--- src/rtl/sha256_iter_if.sv ---
// Block-level handshake bundle for the iterative SHA-256 engine: the
// block/start request from the padding source and the chained digest going
// out to the hex-dump path. Bit 0 of block_in and digest is the MSB.
interface sha256_iter_if;
   logic         start;
   logic         first;
   logic         abort;
   logic [0:511] block_in;
   logic         ready;
   logic         digest_valid;
   logic [0:255] digest;

   // Requester side: issues blocks, observes the engine state and digest.
   modport master (
      output start,
      output first,
      output abort,
      output block_in,
      input  ready,
      input  digest_valid,
      input  digest
   );

   // Engine side.
   modport slave (
      input  start,
      input  first,
      input  abort,
      input  block_in,
      output ready,
      output digest_valid,
      output digest
   );
endinterface

--- src/rtl/sha256_iter.sv ---
// Iterative, chainable SHA-256 compression engine. One pre-padded 512-bit
// block per accepted start; ROUNDS_PER_CYCLE rounds are chained per clock,
// the message schedule is produced on the fly from a 16-word sliding window,
// and the intermediate hash is kept so multi-block messages can be chained.
module sha256_iter #(
   parameter int ROUNDS_PER_CYCLE = 1
) (
   input  logic          CLK,
   input  logic          reset,
   sha256_iter_if.slave  bus
);

   // Only power-of-two round counts that divide 64 keep the round counter exact.
   if (ROUNDS_PER_CYCLE != 1 && ROUNDS_PER_CYCLE != 2 &&
       ROUNDS_PER_CYCLE != 4 && ROUNDS_PER_CYCLE != 8) begin : g_bad_rounds
      $error("sha256_iter: ROUNDS_PER_CYCLE must be 1, 2, 4 or 8");
   end

   localparam logic [5:0] T_STEP = 6'(ROUNDS_PER_CYCLE);
   localparam logic [5:0] T_LAST = 6'(64 - ROUNDS_PER_CYCLE);

   // Initial hash value; index 0 is H0 (packed concatenation lists H7 first).
   localparam logic [7:0][31:0] IV = {
      32'h5be0cd19, 32'h1f83d9ab, 32'h9b05688c, 32'h510e527f,
      32'ha54ff53a, 32'h3c6ef372, 32'hbb67ae85, 32'h6a09e667
   };

   // Round constants K[0..63].
   localparam logic [31:0] K_TAB [0:63] = '{
      32'h428a2f98, 32'h71374491, 32'hb5c0fbcf, 32'he9b5dba5,
      32'h3956c25b, 32'h59f111f1, 32'h923f82a4, 32'hab1c5ed5,
      32'hd807aa98, 32'h12835b01, 32'h243185be, 32'h550c7dc3,
      32'h72be5d74, 32'h80deb1fe, 32'h9bdc06a7, 32'hc19bf174,
      32'he49b69c1, 32'hefbe4786, 32'h0fc19dc6, 32'h240ca1cc,
      32'h2de92c6f, 32'h4a7484aa, 32'h5cb0a9dc, 32'h76f988da,
      32'h983e5152, 32'ha831c66d, 32'hb00327c8, 32'hbf597fc7,
      32'hc6e00bf3, 32'hd5a79147, 32'h06ca6351, 32'h14292967,
      32'h27b70a85, 32'h2e1b2138, 32'h4d2c6dfc, 32'h53380d13,
      32'h650a7354, 32'h766a0abb, 32'h81c2c92e, 32'h92722c85,
      32'ha2bfe8a1, 32'ha81a664b, 32'hc24b8b70, 32'hc76c51a3,
      32'hd192e819, 32'hd6990624, 32'hf40e3585, 32'h106aa070,
      32'h19a4c116, 32'h1e376c08, 32'h2748774c, 32'h34b0bcb5,
      32'h391c0cb3, 32'h4ed8aa4a, 32'h5b9cca4f, 32'h682e6ff3,
      32'h748f82ee, 32'h78a5636f, 32'h84c87814, 32'h8cc70208,
      32'h90befffa, 32'ha4506ceb, 32'hbef9a3f7, 32'hc67178f2
   };

   typedef enum logic [1:0] {
      S_IDLE,
      S_ROUND,
      S_FINAL
   } state_t;

   // ------------------------------------------------------------------
   // SHA-256 bit functions (32-bit, modulo 2^32 by construction)
   // ------------------------------------------------------------------
   function automatic logic [31:0] rotr(input logic [31:0] x, input int n);
      return (x >> n) | (x << (32 - n));
   endfunction

   function automatic logic [31:0] bsig0(input logic [31:0] x);
      return rotr(x, 2) ^ rotr(x, 13) ^ rotr(x, 22);
   endfunction

   function automatic logic [31:0] bsig1(input logic [31:0] x);
      return rotr(x, 6) ^ rotr(x, 11) ^ rotr(x, 25);
   endfunction

   function automatic logic [31:0] ssig0(input logic [31:0] x);
      return rotr(x, 7) ^ rotr(x, 18) ^ (x >> 3);
   endfunction

   function automatic logic [31:0] ssig1(input logic [31:0] x);
      return rotr(x, 17) ^ rotr(x, 19) ^ (x >> 10);
   endfunction

   function automatic logic [31:0] ch(input logic [31:0] x, input logic [31:0] y,
                                      input logic [31:0] z);
      return (x & y) ^ (~x & z);
   endfunction

   function automatic logic [31:0] maj(input logic [31:0] x, input logic [31:0] y,
                                       input logic [31:0] z);
      return (x & y) ^ (x & z) ^ (y & z);
   endfunction

   // ------------------------------------------------------------------
   // State
   // ------------------------------------------------------------------
   state_t            state_q;
   logic [5:0]        t_q;          // index of the first round done next cycle
   logic [15:0][31:0] w_q;          // W[t] .. W[t+15]; index 0 is oldest
   logic [7:0][31:0]  wv_q;         // working vars, 0=a .. 7=h
   logic [7:0][31:0]  hash_q;       // chaining value, 0=H0 .. 7=H7
   logic              ready_q;
   logic              digest_valid_q;

   logic [15:0][31:0] w_d;
   logic [7:0][31:0]  wv_d;
   logic [0:255]      digest_d;

   // One clock's worth of rounds: extend the schedule by R words, then run
   // R chained rounds; the window slides by R words.
   always_comb begin : round_comb
      logic [31:0]      ext [0:23];
      logic [7:0][31:0] v;
      logic [31:0]      t1;
      logic [31:0]      t2;
      t1 = '0;
      t2 = '0;
      for (int i = 0; i < 16; i++) begin
         ext[i] = w_q[i];
      end
      for (int i = 16; i < 24; i++) begin
         ext[i] = '0;
      end
      // W[t+16+j] may depend on words produced earlier in the same cycle.
      for (int j = 0; j < ROUNDS_PER_CYCLE; j++) begin
         ext[16+j] = ssig1(ext[14+j]) + ext[9+j] + ssig0(ext[1+j]) + ext[j];
      end
      v = wv_q;
      for (int j = 0; j < ROUNDS_PER_CYCLE; j++) begin
         t1 = v[7] + bsig1(v[4]) + ch(v[4], v[5], v[6]) + K_TAB[t_q + 6'(j)] + ext[j];
         t2 = bsig0(v[0]) + maj(v[0], v[1], v[2]);
         v[7] = v[6];
         v[6] = v[5];
         v[5] = v[4];
         v[4] = v[3] + t1;
         v[3] = v[2];
         v[2] = v[1];
         v[1] = v[0];
         v[0] = t1 + t2;
      end
      wv_d = v;
      for (int i = 0; i < 16; i++) begin
         w_d[i] = ext[i + ROUNDS_PER_CYCLE];
      end
   end

   // Control FSM with registered ready/digest_valid; abort beats completion.
   always_ff @(posedge CLK or negedge reset) begin
      if (!reset) begin
         state_q        <= S_IDLE;
         t_q            <= '0;
         w_q            <= '0;
         wv_q           <= '0;
         hash_q         <= IV;
         ready_q        <= 1'b1;
         digest_valid_q <= 1'b0;
      end else begin
         case (state_q)
            S_IDLE: begin
               // start wins over a simultaneous abort here
               if (bus.start) begin
                  for (int i = 0; i < 16; i++) begin
                     w_q[i] <= bus.block_in[32*i +: 32];
                  end
                  wv_q           <= bus.first ? IV : hash_q;
                  if (bus.first) begin
                     hash_q <= IV;
                  end
                  t_q            <= '0;
                  digest_valid_q <= 1'b0;
                  ready_q        <= 1'b0;
                  state_q        <= S_ROUND;
               end
            end
            S_ROUND: begin
               if (bus.abort) begin
                  t_q     <= '0;
                  ready_q <= 1'b1;
                  state_q <= S_IDLE;
               end else begin
                  wv_q <= wv_d;
                  w_q  <= w_d;
                  t_q  <= t_q + T_STEP;
                  if (t_q == T_LAST) begin
                     state_q <= S_FINAL;
                  end
               end
            end
            S_FINAL: begin
               if (!bus.abort) begin
                  for (int i = 0; i < 8; i++) begin
                     hash_q[i] <= hash_q[i] + wv_q[i];
                  end
                  digest_valid_q <= 1'b1;
               end
               t_q     <= '0;
               ready_q <= 1'b1;
               state_q <= S_IDLE;
            end
            default: begin
               t_q     <= '0;
               ready_q <= 1'b1;
               state_q <= S_IDLE;
            end
         endcase
      end
   end

   // Present H0..H7 MSB-first on the digest bus.
   always_comb begin
      digest_d = '0;
      for (int i = 0; i < 8; i++) begin
         digest_d[32*i +: 32] = hash_q[i];
      end
   end

   assign bus.ready        = ready_q;
   assign bus.digest_valid = digest_valid_q;
   assign bus.digest       = digest_d;

endmodule

--- src/flat_wrapper.sv ---
// flat-port wrapper written by rule: the top's interface ports become plain ports
module sha256_iter_flat 
#(
   parameter int ROUNDS_PER_CYCLE = 1
)
  (CLK, reset, bus_start, bus_first, bus_abort, bus_block_in, bus_ready, bus_digest_valid, bus_digest);
  sha256_iter_if bus_i ();
  input  logic CLK;
  input  logic reset;
  input wire logic [$bits(bus_i.start)-1:0] bus_start;
  input wire logic [$bits(bus_i.first)-1:0] bus_first;
  input wire logic [$bits(bus_i.abort)-1:0] bus_abort;
  input wire logic [$bits(bus_i.block_in)-1:0] bus_block_in;
  output wire logic [$bits(bus_i.ready)-1:0] bus_ready;
  output wire logic [$bits(bus_i.digest_valid)-1:0] bus_digest_valid;
  output wire logic [$bits(bus_i.digest)-1:0] bus_digest;
  assign bus_i.start = bus_start;
  assign bus_i.first = bus_first;
  assign bus_i.abort = bus_abort;
  assign bus_i.block_in = bus_block_in;
  assign bus_ready = bus_i.ready;
  assign bus_digest_valid = bus_i.digest_valid;
  assign bus_digest = bus_i.digest;
  sha256_iter #(.ROUNDS_PER_CYCLE(ROUNDS_PER_CYCLE)) u_core (.CLK(CLK), .reset(reset), .bus(bus_i));
endmodule
--- config.mk ---
export PLATFORM = sky130hd
export DESIGN_NAME = sha256_iter_flat
export DESIGN_NICKNAME = d
export VERILOG_FILES = /design/src/rtl/sha256_iter_if.sv /design/src/rtl/sha256_iter.sv /design/src/flat_wrapper.sv
export SDC_FILE = /design/constraint.sdc
export NUM_CORES = 2
export LEC_CHECK = 0
export CAP_MARGIN = 20
export CORE_UTILIZATION = 50
export DETAILED_ROUTE_END_ITERATION = 12
export MAX_ROUTING_LAYER = met4
export PLACE_DENSITY = 0.75
export RECOVER_POWER = 50
export SYNTH_ARGS = -nofsm -noshare
export SYNTH_HDL_FRONTEND = slang
export SYNTH_SLANG_ARGS = --single-unit
--- constraint.sdc ---
create_clock -name CLK -period 8.3 [get_ports CLK]
set_input_delay 0.83 -clock CLK [delete_from_list [all_inputs] [get_ports CLK]]
set_output_delay 0.83 -clock CLK [all_outputs]
set_load 0.01 [all_outputs]
# Yosys cells after proc, flatten, opt, wreduce, memory -nomap -nowiden

Memories as Yosys holds them, arrays and structs flattened.
Cells that the tools add are included.
W data, S select, Z words.

Register bits after elaboration: 1034
ROM bits: 2048
Logic and storage cells: 123
Memories kept: 1

Add/subtract/negate cells: 19
Magnitude comparators: 1
Equality and inequality tests: 8
Mux-type cells: 23
Bitwise logic cells: 28
Reduce and logical (&&, ||, !) cells: 7

Memory list:

| memory           | words | width | rd ports | clocked after Yosys merged registers in | write ports | RTL line           | source |
|---|---|---|---|---|---|---|---|
| (name not given) | 64    | 32    | 1        | 0                                       | 0           | sha256_iter.sv:123 | `t1 = v[7] + bsig1(v[4]) + ch(v[4], v[5], v[6]) + K_TAB[t_q + 6'(j)] + ext[j];` |

Operators with widths:

| cell                 | number |
|---|---|
| $mux W256            | 4 |
| $mux W512            | 2 |
| $pmux W256 S2        | 2 |
| $pmux W512 S2        | 1 |
| $add A32 B32 Y32     | 18 |
| $xor A32 B32 Y32     | 9 |
| $and A32 B32 Y32     | 5 |
| $mux W32             | 2 |
| $not A32 Y32         | 1 |
| $or A10 B32 Y32      | 1 |
| $or A13 B32 Y32      | 1 |
| $or A14 B32 Y32      | 1 |
| $or A15 B32 Y32      | 1 |
| $or A19 B32 Y32      | 1 |
| $or A21 B32 Y32      | 1 |
| $or A25 B32 Y32      | 1 |
| $or A26 B32 Y32      | 1 |
| $or A30 B32 Y32      | 1 |
| $or A7 B32 Y32       | 1 |
| $xor A32 B22 Y32     | 1 |
| $xor A32 B29 Y32     | 1 |
| $mux W6              | 2 |
| $pmux W6 S2          | 1 |
| $ne A2 B2 Y1 const B | 4 |
| 15 further kinds     | 23 |

# Logic depth before layout (Yosys ltp)

Word-level depth: 10
Gate-level depth with buffers: 39
Depth with buffers taken out: 38

# Least setup slack after synthesis

No wires, ideal clock.

Path type: reg-to-reg
From: reg u_core.t_q[1]
To: reg u_core.wv_q, in the netlist u_core.round_comb.v[63]
Library setup time: 0.133 ns
Arrival: 7.861 ns
Path slack: 0.305 ns
Cell stages (with the launch flop): 39
Buffers on the path: 2
Period minus slack after synthesis: 7.995 ns
Cells stage by stage: dfrtp_1 inv_1 ha_1 clkbuf_1 or2_2 clkbuf_1 and3_1 o21ai_0 a31oi_1 fa_1 inv_1 fa_1 inv_1 fa_1 inv_1 ha_1 a21o_1 a21oi_1 [... 3 more ...] a221oi_1 a21oi_1 a21o_1 a21oi_1 xnor2_1 fa_1 ha_1 nand2_1 nor3_1 a22o_1 a31o_1 a31oi_1 a211o_1 o2111ai_1 o211ai_1 xnor2_1 xnor2_1 o22ai_1

Word-level cells in the longest chain between the ends: 9

RTL lines:

| what                                         | RTL line           | source |
|---|---|---|
| start: declaration                           | sha256_iter.sv:91  | `logic [5:0] t_q;` |
| start signal: assignment                     | sha256_iter.sv:176 | `t_q <= t_q + T_STEP;` |
| $not A6 Y7 (implied by the code)             | sha256_iter.sv:123 |  |
| $mem_v2 Z64 W32                              | n/a                |  |
| $mux W32 (implied by the code) (2 in series) | sha256_iter.sv:123 |  |
| $add A32 B32 Y32 (2 in series)               | sha256_iter.sv:123 |  |
| $add A32 B32 Y32                             | sha256_iter.sv:132 | `v[0] = t1 + t2;` |
| $mux W256                                    | sha256_iter.sv:169 | `if (bus.abort) begin` |
| $pmux W256 S2                                | sha256_iter.sv:151 | `case (state_q)` |
| end signal: assignment                       | sha256_iter.sv:158 | `wv_q <= bus.first ? IV : hash_q;` |
| end signal: assignment                       | sha256_iter.sv:174 | `wv_q <= wv_d;` |
| end: declaration                             | sha256_iter.sv:93  | `logic [7:0][31:0] wv_q;` |

Every way passes these cells. The select of a mux whose other input is x is not followed.
A chain may end at the register's enable or synchronous reset.

# Worst setup path in the final report

Same ends and word-level chain as after synthesis.

==> results by group <==
Run status
  – Status: finished, violations left
  – Failing checks: max-capacitance violations, max-slew violations

Floorplanning
  – Die width: 381 um
  – CORE AREA: 142000 um^2
  – Die height: 381 um
  – FP Rows: 138
  – Ports: approximately 780
  – Starting Density: roughly half
  – Full die area: about 150000 um^2

Setup path
  – Reg2reg start: u_core.t_q[1]$_DFFE_PN0N_
  – Worst Setup End Kind: flop
  – CP peak stage delay: roughly 0.52 ns
  – CP required: roughly 9 ns
  – Crit path DAT: about 8.7 ns
  – Critical Path Source: u_core.t_q[1]$_DFFE_PN0N_
  – Crit start category: flop
  – Crit-path slowest cell: mux4_2
  – Maximum fanout along the worst path: 7
  – Kind of critical path: flop to flop

Synthesis
  – Synth async-reset ratio: 100%
  – Yosys warning total: 0
  – Distinct cells, synth: between 100 and 150
  – Post-synthesis sequential area ratio: 36.2%
  – Synth area leaders: dfrtp_1 (31%), nand2_1 (7.9%), ha_1 (6.8%), fa_1 (5.4%), dfstp_2 (5.0%)
  – Post-Synthesis Cells: 8638
  – #FFs+latches synth: a little over 1000
  – Top-area cell type share of the netlist area: roughly 31%
  – Top FF cell, synth: dfrtp_1
  – Net count after synthesis: just under 10000
  – Syn Area/Cell: ~8.3 um^2
  – Post-synth design cell area: a little over 70000 um^2
  – Largest area contributor in the netlist: dfrtp_1
  – Post-synth EDFFs: 0

Place
  – Placement Cell Area: between 80000 and 90000 um^2
  – Gpl congestion: about 1.1
  – HPWL Detailed: around 250 mm
  – Port bufs: approximately 770

Clock network
  – Clk buf depth: 3
  – Cts hold-fix bufs: 0
  – Root Buffer: clkbuf_16
  – CTS tree: done
  – Clock latency on the worst-skew pair: between 0.7 and 0.8 ns
  – Clock slew at reported path FFs: about 0.060 ns
  – Num CTS Buffers: around 120
  – # H-tree levels: 3
  – CTS sink cnt: 1034

Drt
  – Post-route ant nets: 0
  – 1st-pass router iterations: 8
  – Vias: a little over 70000
  – Wire length per cell: 28.5 um
  – Via-per-instance ratio: between 6 and 7
  – Final WL: 325 mm
  – Number of remaining DRC errors: 0
  – DR iter-0 viols: approximately 8400

Timing
  – Relative slew margins: -330%
  – Final Max Tran Viols: between 1000 and 1500
  – Final Skew: 0.0907 ns
  – Count of final hold-check violations: 0
  – Fin crit period: 8.13 ns
  – Final setup TNS: 0 ns
  – Slew @ Worst Pin: about 6.4 ns
  – Worst hold margin: just under 0.5 ns
  – Period utilization: a little over nine tenths
  – Final setup viols: 0
  – Max Freq: 0.123 GHz

Final layout
  – Fraction of layout cells with a size suffix above 1: under 10%
  – Final nets: between 10000 and 15000
  – Area growth from synthesis to layout: 22.5%
  – Finished Cell Area: around 90000 um^2
  – Fillers: roughly 12000
  – Final Core Density: 62.0%

Hold path
  – Min-delay src: u_core.round_comb.ext[287]$_DFFE_PN0P_
  – Hold crit path type: flop to flop

GRT
  – Pin count of the biggest net entering global routing: between 200 and 250
  – Vias in the first global route: 66900
  – First-pass GRT wire length: between 400 and 500 mm
  – Initial antenna violation count: 58
  – Remaining Overflow, GRT: 0
  – Tot GR Track Use: between 40 and 50%

Flow run
  – Max cap viols: 14
-- layer usage --
layer	routed length [um]	vias to the layer above	GRT usage [%]
li1	-	31500	-
met1	126000	35100	56.6
met5	0	-	-
met2	145000	3933	66.4
met3	30200	868	8.42
met4	24200	0	28.0
-- registers in the layout, summed over array words and instances, names as in the netlist --
| signal | cells |
|---|---|
| u_core.t_q | 6 |
| u_core.wv_q | 64 |
| u_core.round_comb.ext | 512 |
| u_core.state_q | 2 |
| u_core.bus.digest | 256 |
| u_core.bus.ready | 1 |
| u_core.round_comb.v | 192 |
| u_core.bus.digest_valid | 1 |
-- cell families after synthesis --
group,synth area share [%]
simple gates,18.1
compound gates,20.7
flops,36.2
buf+inv,4.71
fa+ha+maj,12.6
xor+xnor,6.81
mux,0.858
-- path summary, 6_finish.rpt --
path	to	depth (start not counted)	slack, ns
max	u_core.round_comb.v[63]$_DFFE_PN0P_	37	0.17
min	u_core.round_comb.ext[287]$_DFFE_PN0P_	2	0.48
max reg2reg	u_core.round_comb.v[63]$_DFFE_PN0P_	37	0.17
min reg2reg	u_core.round_comb.ext[287]$_DFFE_PN0P_	2	0.48
max in group asynchronous	u_core.bus.digest[194]$_DFFE_PN0P_	3	1.13
min in group asynchronous	u_core.bus.digest[152]$_DFFE_PN0P_	1	2.44
-- what timing repair did --
item | 4_1_cts | 5_1_grt
pin swaps | 3 | 53
setup endpoints to repair | 8 | 19
resized for setup | 17 | 121
setup buffers | 2 | 10
-- cell usage in the layout (no fill, tap or decap), types with 23 or more instances in the layout --
cell type        instances
nor2_1                 874
xnor2_1                367
a21oi_1                564
nand4_1                 23
clkdlybuf4s50_1        695
buf_4                  397
clkbuf_1                25
o21bai_1                42
nand3_1                 91
and3_1                 127
dfrtp_1                895
nor2b_1                 45
dfstp_2                137
fa_1                   191
or3_1                  135
diode_2                 55
clkbuf_8                33
dlygate4sd3_1           77
maj3_1                  26
a21oi_2                 24
o21ai_0                564
nand2b_1                56
a211oi_1                53
o21a_1                  53
ha_1                   375
o211ai_1                44
nand2_1               1517
o31ai_1                 36
nor3_1                  83
a31oi_1                554
a21o_1                 169
mux2i_1                 38
inv_1                  272
xor2_1                 183
o21ai_1                 72
clkbuf_16              116
-- through the flow --
step                      std cells  setup slack, ns
final                         11400            0.170
after global routing          11400           -0.101
after CTS                     11300          0.00168
after detailed placement      11100           -0.268
after global placement        11100           -0.249
after floorplan                8638            0.305
-- cell type report --
type / count / area [um^2] / area share (%)
repair buffers: 1211 / 11300 / 12.8
diodes: 55 / 138 / 0.156
flip-flops and latches: 1034 / 26100 / 29.6
clock buffers: 170 / 3440 / 3.90
well taps: 1890 / 2360 / 2.69
inverters: 278 / 1040 / 1.19
multi-input cells: 6719 / 43100 / 48.9
clock inverters: 49 / 683 / 0.776
-- Yosys cell counts (184+ instances only) --
library cell and number:
o21ai_0 579, xor2_1 184, xnor2_1 375, dfrtp_1 897
nand2_1 1520, inv_1 277, a21oi_1 586, clkbuf_1 570
a31oi_1 557, nor2_1 881, ha_1 391, fa_1 195
-- critical path: cells and delay by family (launching register included) --
family,cells,cell delay (ns)
fa+ha+maj,7,2.68
mux,1,0.52
flops,1,0.40
xor+xnor,3,0.62
buf+inv,9,0.98
simple gates,4,0.47
compound gates,13,2.28
Power is not shown: default switching activity piles up to over one toggle a cycle in this logic, so the estimate is an artifact.
